## config.mk

```make
export PLATFORM = sky130hd
export DESIGN_NAME = reset_sequencer
export DESIGN_NICKNAME = d
export VERILOG_FILES = /design/src/rtl/rst_seq_pkg.sv /design/src/rtl/seq_timer.sv /design/src/rtl/reset_sequencer.sv
export SDC_FILE = /design/constraint.sdc
export NUM_CORES = 1
export LEC_CHECK = 0
export ABC_AREA = 1
export BUFFER_PORTS_ARGS = -buffer_cell sky130_fd_sc_hd__buf_2
export CELL_PAD_IN_SITES_DETAIL_PLACEMENT = 0
export CELL_PAD_IN_SITES_GLOBAL_PLACEMENT = 1
export CORE_MARGIN = 2
export CORE_UTILIZATION = 45
export DETAILED_ROUTE_END_ITERATION = 12
export HOLD_SLACK_MARGIN = 0.03
export PLACE_DENSITY = 0.87
export RECOVER_POWER = 25
export SLEW_MARGIN = 20
export SYNTH_ARGS = -nofsm -noshare
export SYNTH_HDL_FRONTEND = slang
export SYNTH_SLANG_ARGS = --single-unit
```

## constraint.sdc

```tcl
create_clock -name clk -period 2.8 [get_ports clk]
set_input_delay 0.28 -clock clk [delete_from_list [all_inputs] [get_ports clk]]
set_output_delay 0.28 -clock clk [all_outputs]
set_load 0.03 [all_outputs]
```

## src/rtl/rst_seq_pkg.sv

```systemverilog
// Shared definitions for the reset sequencer.
//   - seq_state_e : sequencer FSM states (3-bit encoding)
//   - clog2       : ceiling log2, used to size the stage index / fail_stage
//   - DEF_*       : default parameter values for the sequencer
package rst_seq_pkg;

    typedef enum logic [2:0] {
        HOLD  = 3'd0,   // all stage resets held low, hold timer running
        DELAY = 3'd1,   // inter-stage delay before releasing stage idx
        WAIT  = 3'd2,   // stage idx released, waiting for its ready/lock
        DONE  = 3'd3,   // every stage released and ready
        ERROR = 3'd4    // a stage timed out; everything held in reset
    } seq_state_e;

    localparam int DEF_NUM_STAGES    = 4;
    localparam int DEF_HOLD_CYCLES   = 16;
    localparam int DEF_STAGE_DELAY   = 1000;
    localparam int DEF_READY_TIMEOUT = 65535;
    localparam int DEF_CNT_W         = 16;

    function automatic int clog2(input int value);
        int res;
        int v;
        res = 0;
        v   = value - 1;
        while (v > 0) begin
            res = res + 1;
            v   = v >> 1;
        end
        return res;
    endfunction

endpackage

```

## src/rtl/seq_timer.sv

```systemverilog
// Loadable down-counter used for the hold, inter-stage delay and ready
// timeout intervals.
// Ports:
//   clk      in  system clock
//   rst      in  synchronous active-high reset, counter takes RST_VAL
//   load     in  load load_val (has priority over en)
//   load_val in  CNT_W value to load
//   en       in  decrement by one; saturates at zero, never wraps
//   zero     out counter is zero
module seq_timer #(
    parameter int               CNT_W   = 16,
    parameter logic [CNT_W-1:0] RST_VAL = '0
) (
    input  logic             clk,
    input  logic             rst,
    input  logic             load,
    input  logic [CNT_W-1:0] load_val,
    input  logic             en,
    output logic             zero
);

    logic [CNT_W-1:0] count_q;
    logic [CNT_W-1:0] count_d;

    always_comb begin
        count_d = count_q;
        if (load) begin
            count_d = load_val;
        end else if (en && (count_q != '0)) begin
            count_d = count_q - CNT_W'(1);
        end
    end

    always_ff @(posedge clk) begin
        if (rst) begin
            count_q <= RST_VAL;
        end else begin
            count_q <= count_d;
        end
    end

    assign zero = (count_q == '0);

endmodule

```

## src/rtl/reset_sequencer.sv

```systemverilog
// Power-up reset sequencer: holds every downstream reset domain in reset,
// then releases them one at a time (bit 0 first), waiting for each stage's
// ready/lock before the next inter-stage delay starts. A stage that never
// reports ready within READY_TIMEOUT cycles parks the block in ERROR with
// all resets asserted. Loss of any ready bit once DONE restarts the sequence.
// Ports:
//   clk          in   system clock
//   rst          in   synchronous active-high reset
//   sw_reset_req in   single-cycle request to restart the whole sequence
//   stage_ready  in   per-stage ready/lock, already synchronous to clk
//   stage_rst_n  out  per-stage active-low reset (registered)
//   all_released out  every stage released and ready (registered)
//   timeout_err  out  sticky timeout flag (registered)
//   fail_stage   out  index of the stage that timed out (registered)
module reset_sequencer
    import rst_seq_pkg::*;
#(
    parameter int NUM_STAGES    = DEF_NUM_STAGES,
    parameter int HOLD_CYCLES   = DEF_HOLD_CYCLES,
    parameter int STAGE_DELAY   = DEF_STAGE_DELAY,
    parameter int READY_TIMEOUT = DEF_READY_TIMEOUT,
    parameter int CNT_W         = DEF_CNT_W
) (
    input  logic                  clk,
    input  logic                  rst,
    input  logic                  sw_reset_req,
    input  logic [NUM_STAGES-1:0] stage_ready,
    output logic [NUM_STAGES-1:0] stage_rst_n,
    output logic                  all_released,
    output logic                  timeout_err,
    output logic [((NUM_STAGES > 1) ? clog2(NUM_STAGES) : 1)-1:0] fail_stage
);

    localparam int IDX_W = (NUM_STAGES > 1) ? clog2(NUM_STAGES) : 1;

    localparam logic [CNT_W-1:0] HOLD_LOAD    = CNT_W'(HOLD_CYCLES - 1);
    localparam logic [CNT_W-1:0] DELAY_LOAD   = CNT_W'(STAGE_DELAY - 1);
    localparam logic [CNT_W-1:0] TIMEOUT_LOAD = CNT_W'(READY_TIMEOUT - 1);
    localparam logic [IDX_W-1:0] LAST_IDX     = IDX_W'(NUM_STAGES - 1);

    seq_state_e            state_q, state_d;
    logic [IDX_W-1:0]      idx_q, idx_d;
    logic [NUM_STAGES-1:0] stage_rst_n_q, stage_rst_n_d;
    logic                  all_released_q, all_released_d;
    logic                  timeout_err_q, timeout_err_d;
    logic [IDX_W-1:0]      fail_stage_q, fail_stage_d;

    logic                  tmr_load;
    logic [CNT_W-1:0]      tmr_load_val;
    logic                  tmr_en;
    logic                  tmr_zero;

    // The timer resets straight to the hold interval so HOLD counts from the
    // first clean cycle without an extra load cycle.
    seq_timer #(
        .CNT_W   (CNT_W),
        .RST_VAL (HOLD_LOAD)
    ) u_timer (
        .clk      (clk),
        .rst      (rst),
        .load     (tmr_load),
        .load_val (tmr_load_val),
        .en       (tmr_en),
        .zero     (tmr_zero)
    );

    always_comb begin
        state_d        = state_q;
        idx_d          = idx_q;
        stage_rst_n_d  = stage_rst_n_q;
        all_released_d = all_released_q;
        timeout_err_d  = timeout_err_q;
        fail_stage_d   = fail_stage_q;
        tmr_load       = 1'b0;
        tmr_load_val   = '0;
        tmr_en         = 1'b0;

        if (sw_reset_req) begin
            // Software restart overrides every other transition.
            state_d        = HOLD;
            idx_d          = '0;
            stage_rst_n_d  = '0;
            all_released_d = 1'b0;
            timeout_err_d  = 1'b0;
            fail_stage_d   = '0;
            tmr_load       = 1'b1;
            tmr_load_val   = HOLD_LOAD;
        end else begin
            case (state_q)
                HOLD: begin
                    stage_rst_n_d = '0;
                    if (tmr_zero) begin
                        state_d      = DELAY;
                        tmr_load     = 1'b1;
                        tmr_load_val = DELAY_LOAD;
                    end else begin
                        tmr_en = 1'b1;
                    end
                end

                DELAY: begin
                    if (tmr_zero) begin
                        stage_rst_n_d[idx_q] = 1'b1;
                        state_d              = WAIT;
                        tmr_load             = 1'b1;
                        tmr_load_val         = TIMEOUT_LOAD;
                    end else begin
                        tmr_en = 1'b1;
                    end
                end

                WAIT: begin
                    // Ready wins over an expiring timer on the same cycle.
                    if (stage_ready[idx_q]) begin
                        if (idx_q == LAST_IDX) begin
                            state_d        = DONE;
                            all_released_d = 1'b1;
                        end else begin
                            idx_d        = idx_q + IDX_W'(1);
                            state_d      = DELAY;
                            tmr_load     = 1'b1;
                            tmr_load_val = DELAY_LOAD;
                        end
                    end else if (tmr_zero) begin
                        state_d        = ERROR;
                        timeout_err_d  = 1'b1;
                        fail_stage_d   = idx_q;
                        stage_rst_n_d  = '0;
                        all_released_d = 1'b0;
                    end else begin
                        tmr_en = 1'b1;
                    end
                end

                DONE: begin
                    // Any ready loss tears everything down on one edge.
                    if (stage_ready != {NUM_STAGES{1'b1}}) begin
                        state_d        = HOLD;
                        idx_d          = '0;
                        stage_rst_n_d  = '0;
                        all_released_d = 1'b0;
                        tmr_load       = 1'b1;
                        tmr_load_val   = HOLD_LOAD;
                    end
                end

                ERROR: begin
                    stage_rst_n_d  = '0;
                    all_released_d = 1'b0;
                end

                default: begin
                    state_d        = HOLD;
                    idx_d          = '0;
                    stage_rst_n_d  = '0;
                    all_released_d = 1'b0;
                    tmr_load       = 1'b1;
                    tmr_load_val   = HOLD_LOAD;
                end
            endcase
        end
    end

    always_ff @(posedge clk) begin
        if (rst) begin
            state_q        <= HOLD;
            idx_q          <= '0;
            stage_rst_n_q  <= '0;
            all_released_q <= 1'b0;
            timeout_err_q  <= 1'b0;
            fail_stage_q   <= '0;
        end else begin
            state_q        <= state_d;
            idx_q          <= idx_d;
            stage_rst_n_q  <= stage_rst_n_d;
            all_released_q <= all_released_d;
            timeout_err_q  <= timeout_err_d;
            fail_stage_q   <= fail_stage_d;
        end
    end

    assign stage_rst_n  = stage_rst_n_q;
    assign all_released = all_released_q;
    assign timeout_err  = timeout_err_q;
    assign fail_stage   = fail_stage_q;

endmodule

```

==> results of run 1 <==
==> kinds of logic (layout without fill, tap and decap cells) <==
family	Yosys count	count (layout)	share of synthesized area
AO/OA/AOI/OAI	32	32	0.08214
flip-flops	29	29	0.2887
XOR/XNOR	5	5	0.02178
AND/OR/NAND/NOR	205	205	0.4736
buffers and inverters	45	63	0.09645
adder cells (fa/ha/maj)	6	6	0.03734
==> flip-flops by register name, summed over array words and instances, names as in the netlist <==
register         count
u_timer.count_q     16
timeout_err          1
state_q              3
fail_stage           2
idx_q                2
stage_rst_n          4
all_released         1
==> cells in the final DEF, fill, tap and decap left out <==
master	instances
xor2_1	4
and2_1	1
a211oi_1	1
clkinv_2	2
xnor2_1	1
clkbuf_1	8
nand2_4	2
nand4_1	10
o21ai_0	15
nand2_1	96
nor2_2	5
nand2_2	4
buf_2	6
a21oi_1	14
nand3_2	2
inv_2	4
nand3_1	25
dfxtp_1	29
inv_1	36
nor2_1	55
nor2_8	1
nand3_4	2
o21ai_1	1
inv_6	1
ha_1	6
clkinvlp_4	1
clkbuf_8	5
o21bai_1	1
nor2_4	2
==> power by group <==
group / switching, mW / internal, mW
clock: 0.174 / 0.171
combinational: 0.0231 / 0.0109
sequential: 0.00128 / 0.414
total: 0.198 / 0.596
==> worst max path at each step <==
stage	startpoint	to	slack [ns]	cells after the start
finish	idx_q[0]$_SDFFE_PP0P_	u_timer.count_q[13]$_SDFFE_PP0P_	0.73	9
global route	idx_q[0]$_SDFFE_PP0P_	u_timer.count_q[13]$_SDFFE_PP0P_	0.48	9
floorplan	u_timer.count_q[0]$_SDFFE_PP1P_	u_timer.count_q[14]$_SDFFE_PP0P_	1.26	12
detailed placement	idx_q[0]$_SDFFE_PP0P_	u_timer.count_q[10]$_SDFFE_PP0P_	0.98	8
CTS	idx_q[0]$_SDFFE_PP0P_	u_timer.count_q[6]$_SDFFE_PP0P_	0.97	8
global placement	u_timer.count_q[0]$_SDFFE_PP1P_	u_timer.count_q[13]$_SDFFE_PP0P_	0.98	11
==> worst register-to-register path: stages, from the launching register on <==
cell and delay, ns:
dfxtp_1 0.43, inv_2 0.10, nand2_1 0.08, nand3_2 0.10
nand4_1 0.39, nand3_4 0.27, nor2_8 0.39, nand2_1 0.09
nand2_1 0.07, nor2_1 0.05
==> area by class of cell <==
type	instances	area [sq um]
Sequential cell	29	580.6
Fill cell	485	2152
Multi-Input combinational cell	248	1221
Inverter	41	158.9
Clock buffer	5	68.82
Clock inverter	3	17.52
Tap cell	52	65.06
Timing Repair Buffer	14	60.06
==> metal layers <==
metal,vias to the layer above,track usage,routed length [microns]
met4,0,0.07128,26
met3,2,0.05128,144
met5,-,0,0
met1,859,0.2320,2143
li1,1052,-,-
met2,28,0.3281,2270
==> metrics by stage <==
stage               cells  utilization  power, mW  worst slack [ns]
global placement      384       0.4881     0.4588            0.9849
CTS                   392       0.5081     0.8056            0.9724
detailed placement    384       0.4881     0.4591            0.9809
global route          392       0.5023     0.8237            0.4791
floorplan             322            -     0.4486             1.260
finish                392       0.5023     0.7944            0.7259
==> results.txt, run 1 <==
RR Endpoint - u_timer.count_q[13]$_SDFFE_PP0P_
Setup_tns - 0 ns
Clk root buf - clkbuf_8
Post-Synthesis Cells - 322
Crit path DAT - 2.25 ns
Final instance area - 2172 sq um
Worst Hold End - fail_stage[0]$_SDFFE_PP0P_
Hold Path Depth - 4
Final nets - 352
Number of flops mapped to enable cells by yosys - 0
Synth Warn # - 0
DRT Pass-1 Iters - 4
Vias in the first global route - 1764
Hold Crit Class - input pin to register
Maximum vdd ir drop - 0.2501 mV
Rows - 24
TritonCTS Buffers - 5
Starting Density - 0.4650
Fmax - 0.4821 GHz
Critical Path Slowest Stage Cell - dfxtp_1
Clock transition at the registers of the reported paths - 0.07 ns
Gpl congestion - 0.8081
Hold Fails Final Rpt - 0
Final Max Slew Viols - 0
CP top delay family - simple AND/OR/NAND/NOR gates
RSZ-0062 raised after global routing - no
Max Cap Viol - 0
Commonest cells post-synth - nand2_1 (96), nor2_1 (55), inv_1 (36)
Crit Path Class - register to register
Cell breakdown of the critical path - inv_2, nand2_1, nand3_2, nand4_1, nand3_4, nor2_8, nand2_1, nand2_1, nor2_1
Minimum clock period - 2.074 ns
Synthesized area - 2011 sq um
Post-CTS Setup Bufs - 0
Antenna violations before repair - 0
Tcrit/Tclk final - 0.7407
Via count - 1941
Core area - 4324 sq um
Synth Flop Type - dfxtp_1
Die area - 5019 sq um
Die height - 70.85 microns
DRC viols - 0
Status - finished, final reports clean
Hold wc startpoint - rst
CP peak stage delay - 0.43 ns
Register area share after synthesis - 0.2887
GRT Util Overall - 0.1924
Worst-case clock buffer depth - 2
Flop-to-flop setup slack - 0.73 ns
Leak pwr - 0.9798 nW
Ys async rst share - 0
CP most frequent cell - nand2_1
Top Ports - 15
Cts repair resizes - 0
Worst skew pair latency - 0.28 ns
Sink Count - 29
Worst-margin pin slew - 0.5526 ns
First-pass GRT wire length - 7714 microns
Syn_area_per_cell - 6.244 sq um
Die span in x - 70.85 microns
CP startpoint kind - register
Dpl cell area - 2111 sq um
Setup violators final - 0
Area leader, netlist - dfxtp_1
CP Max Fanout - 28
Crit Reg-Reg Startpoint - idx_q[0]$_SDFFE_PP0P_
1st-iter DRT viols - 55
Area Overhead vs Synth - 8.027%
Wire per inst - 11.70 microns
Crit path capture type - register
PwrDens - 365.7 nW/um^2
Antenna-violating nets left - 0
Hold Slack - 0.3171 ns
WP buf/inv - 1
Ant diodes - 0
H-tree levels - 2
IO Port Bufs - 14
Area contributors post-synth - dfxtp_1 (29%), nand2_1 (18%), nor2_1 (10%)
Post-synth top area share - 0.2887
Netlist cell types - 28
Cts hold-fix bufs - 0
WP data required - 2.98 ns
Syn nets - 335
Clock skew - 0.006161 ns
Largest net degree at the start of global routing - 29
Proportion of layout cells with a drive suffix above 1 - 0.1088
Routed WL - 4585 microns
Count leader, synth - nand2_1
Via density - 4.952
Max-slew headroom - 0.6302
TritonCTS clock tree - yes
Remaining global-route overflow - 0
FF-to-FF path depth - 9
Final HPWL DP - 3438 microns
Synthesis-stage register bit count - 29
Power figures use the tool's default switching activity.
==> inputs of run 2 (changes only) <==
--- a/config.mk
+++ b/config.mk
@@ -10,10 +10,10 @@
 export CELL_PAD_IN_SITES_DETAIL_PLACEMENT = 0
 export CELL_PAD_IN_SITES_GLOBAL_PLACEMENT = 1
 export CORE_MARGIN = 2
-export CORE_UTILIZATION = 45
+export CORE_UTILIZATION = 38
 export DETAILED_ROUTE_END_ITERATION = 12
 export HOLD_SLACK_MARGIN = 0.03
-export PLACE_DENSITY = 0.87
+export PLACE_DENSITY = 0.78
 export RECOVER_POWER = 25
 export SLEW_MARGIN = 20
 export SYNTH_ARGS = -nofsm -noshare
==> constraint.sdc (replaced) <==
create_clock -name clk -period 1.9 [get_ports clk]
set_input_delay 0.19 -clock clk [delete_from_list [all_inputs] [get_ports clk]]
set_output_delay 0.19 -clock clk [all_outputs]
set_load 0.03 [all_outputs]
==> run 2 against run 1 <==
Compared with the run above: clock skew grew 0.0016 ns; sequential share of layout area shrank 1.8 points; via count grew 1.7%; flip-flop and latch count is the same; critical path depth is the same; critical endpoint is now stage_rst_n[0]$_SDFFE_PP0P_; largest power group is now clock.
==> results.txt, run 2 (synthesis results as in run 1) <==
Minimum clock period - 1.678 ns (was 2.074 ns)
Rows - 26 (was 24)
Worst skew pair latency - 0.29 ns (was 0.28 ns)
Clock skew - 0.007808 ns (was 0.006161 ns)
Top Ports - 15 (unchanged)
Sink Count - 29 (unchanged)
Clk root buf - clkbuf_8 (unchanged)
Via density - 4.722 (was 4.952)
Antenna violations before repair - 0 (unchanged)
H-tree levels - 2 (unchanged)
CP most frequent cell - nand2_1 (unchanged)
Gpl congestion - 0.8819 (was 0.8081)
Crit path DAT - 1.86 ns (was 2.25 ns)
Die height - 76.74 microns (was 70.85 microns)
Clock transition at the registers of the reported paths - 0.07 ns (about the same)
Non-Filler Instances - 418 (was 392)
Leading cell type in the layout, fill and taps excluded - nand2_1 (unchanged)
Fmax - 0.5960 GHz (was 0.4821 GHz)
TritonCTS clock tree - yes (unchanged)
Cell breakdown of the critical path - inv_2, ha_1, nand2_1, nor2_1, nand2_2, o21ai_0, nand3_1, nand2_1, a21oi_1 (was inv_2, nand2_1, nand3_2, nand4_1, nand3_4, nor2_8, nand2_1, nand2_1, nor2_1)
Most frequent cells in the layout - nand2_1 (96), nor2_1 (54), inv_1 (35), dfxtp_1 (27), nand3_1 (24) (was nand2_1 (96), nor2_1 (55), inv_1 (36), dfxtp_1 (29), nand3_1 (25))
Core area - 5107 sq um (was 4324 sq um)
DRT Pass-1 Iters - 4 (unchanged)
Remaining global-route overflow - 0 (unchanged)
Setup_tns - 0 ns (unchanged)
GRT Util Overall - 0.1879 (was 0.1924)
DRC viols - 0 (unchanged)
Final HPWL DP - 3895 microns (was 3438 microns)
Setup violators final - 0 (unchanged)
Final nets - 360 (was 352)
PwrDens - 577.5 nW/um^2 (was 365.7 nW/um^2)
CP Max Fanout - 5 (was 28)
Placed cell count - 410 (was 384)
TritonCTS Buffers - 5 (unchanged)
Biggest register - u_timer.count_q (unchanged)
Routed WL - 4935 microns (was 4585 microns)
Maximum vdd ir drop - 0.2935 mV (was 0.2501 mV)
Wire per inst - 11.81 microns (was 11.70 microns)
Crit path capture type - register (unchanged)
First-pass GRT wire length - 8790 microns (was 7714 microns)
Die area - 5889 sq um (was 5019 sq um)
Crit Path Class - register to register (unchanged)
Via count - 1974 (was 1941)
Die span in x - 76.74 microns (was 70.85 microns)
Critical Path Slowest Stage Cell - dfxtp_1 (unchanged)
Proportion of layout cells with a drive suffix above 1 - 0.1466 (was 0.1088)
Worst-margin pin slew - 0.5387 ns (was 0.5526 ns)
Final Max Slew Viols - 0 (unchanged)
Antenna-violating nets left - 0 (unchanged)
1st-iter DRT viols - 92 (was 55)
CP peak stage delay - 0.34 ns (was 0.43 ns)
CP startpoint kind - register (unchanged)
Hold Crit Class - input pin to register (unchanged)
Leak pwr - 1.038 nW (was 0.9798 nW)
Area Overhead vs Synth - 16.30% (was 8.027%)
RSZ-0062 raised after global routing - no (unchanged)
Status - finished, final reports clean (unchanged)
Tcrit/Tclk final - 0.8831 (was 0.7407)
IO Port Bufs - 14 (unchanged)
Worst-case clock buffer depth - 2 (unchanged)
Max Cap Viol - 0 (unchanged)
WP data required - 2.08 ns (was 2.98 ns)
Vias in the first global route - 1912 (was 1764)
Cts hold-fix bufs - 0 (unchanged)
Largest net degree at the start of global routing - 17 (was 29)
Max-slew headroom - 0.6405 (was 0.6302)
Starting Density - 0.3937 (was 0.4650)
Ant diodes - 0 (unchanged)
Hold Fails Final Rpt - 0 (unchanged)
Max reg flops - 16 (unchanged)
## run 2: cell count changes in the layout (fill, tap and decap cells not counted), moves of 2 or more
cell,delta
buf_4,+6
buf_12,+2
clkinv_2,-2
dfxtp_1,-2
dfxtp_2,+2
## run 2: stage by stage
step	utilization	hold WS [ns]	power, mW	instance area, sq um	setup WS [ns]
after detailed placement	0.4343	0.4375	0.6802	2218	0.1878
after global routing	0.4579	0.2110	1.412	2338	0.02376
after CTS	0.4579	0.1897	1.369	2338	0.1808
after global placement	0.4343	0.4329	0.6802	2218	0.1912
after floorplan	-	0.3803	0.6610	2011	0.3597
final	0.4579	0.1937	1.350	2338	0.2221
## run 2: path summary, 6_finish.rpt
| path | start | endpoint | slack (ns) | depth (start not counted) |
|---|---|---|---|---|
| setup / recovery | u_timer.count_q[0]$_SDFFE_PP1P_ | stage_rst_n[0]$_SDFFE_PP0P_ | 0.22 | 9 |
| hold / removal | rst | fail_stage[1]$_SDFFE_PP0P_ | 0.19 | 4 |
| setup reg to reg | u_timer.count_q[0]$_SDFFE_PP1P_ | stage_rst_n[0]$_SDFFE_PP0P_ | 0.22 | 9 |
| hold reg to reg | stage_rst_n[3]$_SDFFE_PP0P_ | stage_rst_n[3]$_SDFFE_PP0P_ | 0.45 | 2 |
## run 2: what timing repair did
| action | in CTS | in global routing |
|---|---|---|
| resized for setup | 0 | 5 |
| buffers inserted | 0 | 0 |
| setup endpoints to repair | 0 | 17 |
## run 2: cell type report
cell class              instances  area, sq um
well taps                      70        87.58
inverters                      41        158.9
fillers                       546         2769
repair buffers                 22        145.1
clock buffers                   6        82.58
clock inverters                 2        37.54
flip-flops and latches         29        583.1
multi-input cells             248         1244
## run 2: per-layer routing
layer	track usage	up-vias	share of wire
li1	-	1067	-
met1	0.2480	858	0.49
met2	0.2974	39	0.45
met3	0.03765	10	0.039
met4	0.08000	0	0.018
met5	0	-	0
## run 2: report_power, final
part | leakage, nW | switching (mW) | internal [mW]
logic | 0.745 | 0.0350 | 0.0187
clock network | 0.0574 | 0.259 | 0.426
registers | 0.235 | 0.00232 | 0.610
total | 1.04 | 0.296 | 1.05
## run 2: critical path: cells and delay by family (launching register included)
family / cells / cell delay (ns)
fa+ha+maj: 1 / 0.17
simple gates: 5 / 0.68
compound gates: 2 / 0.29
buf+inv: 1 / 0.09
flops: 1 / 0.34
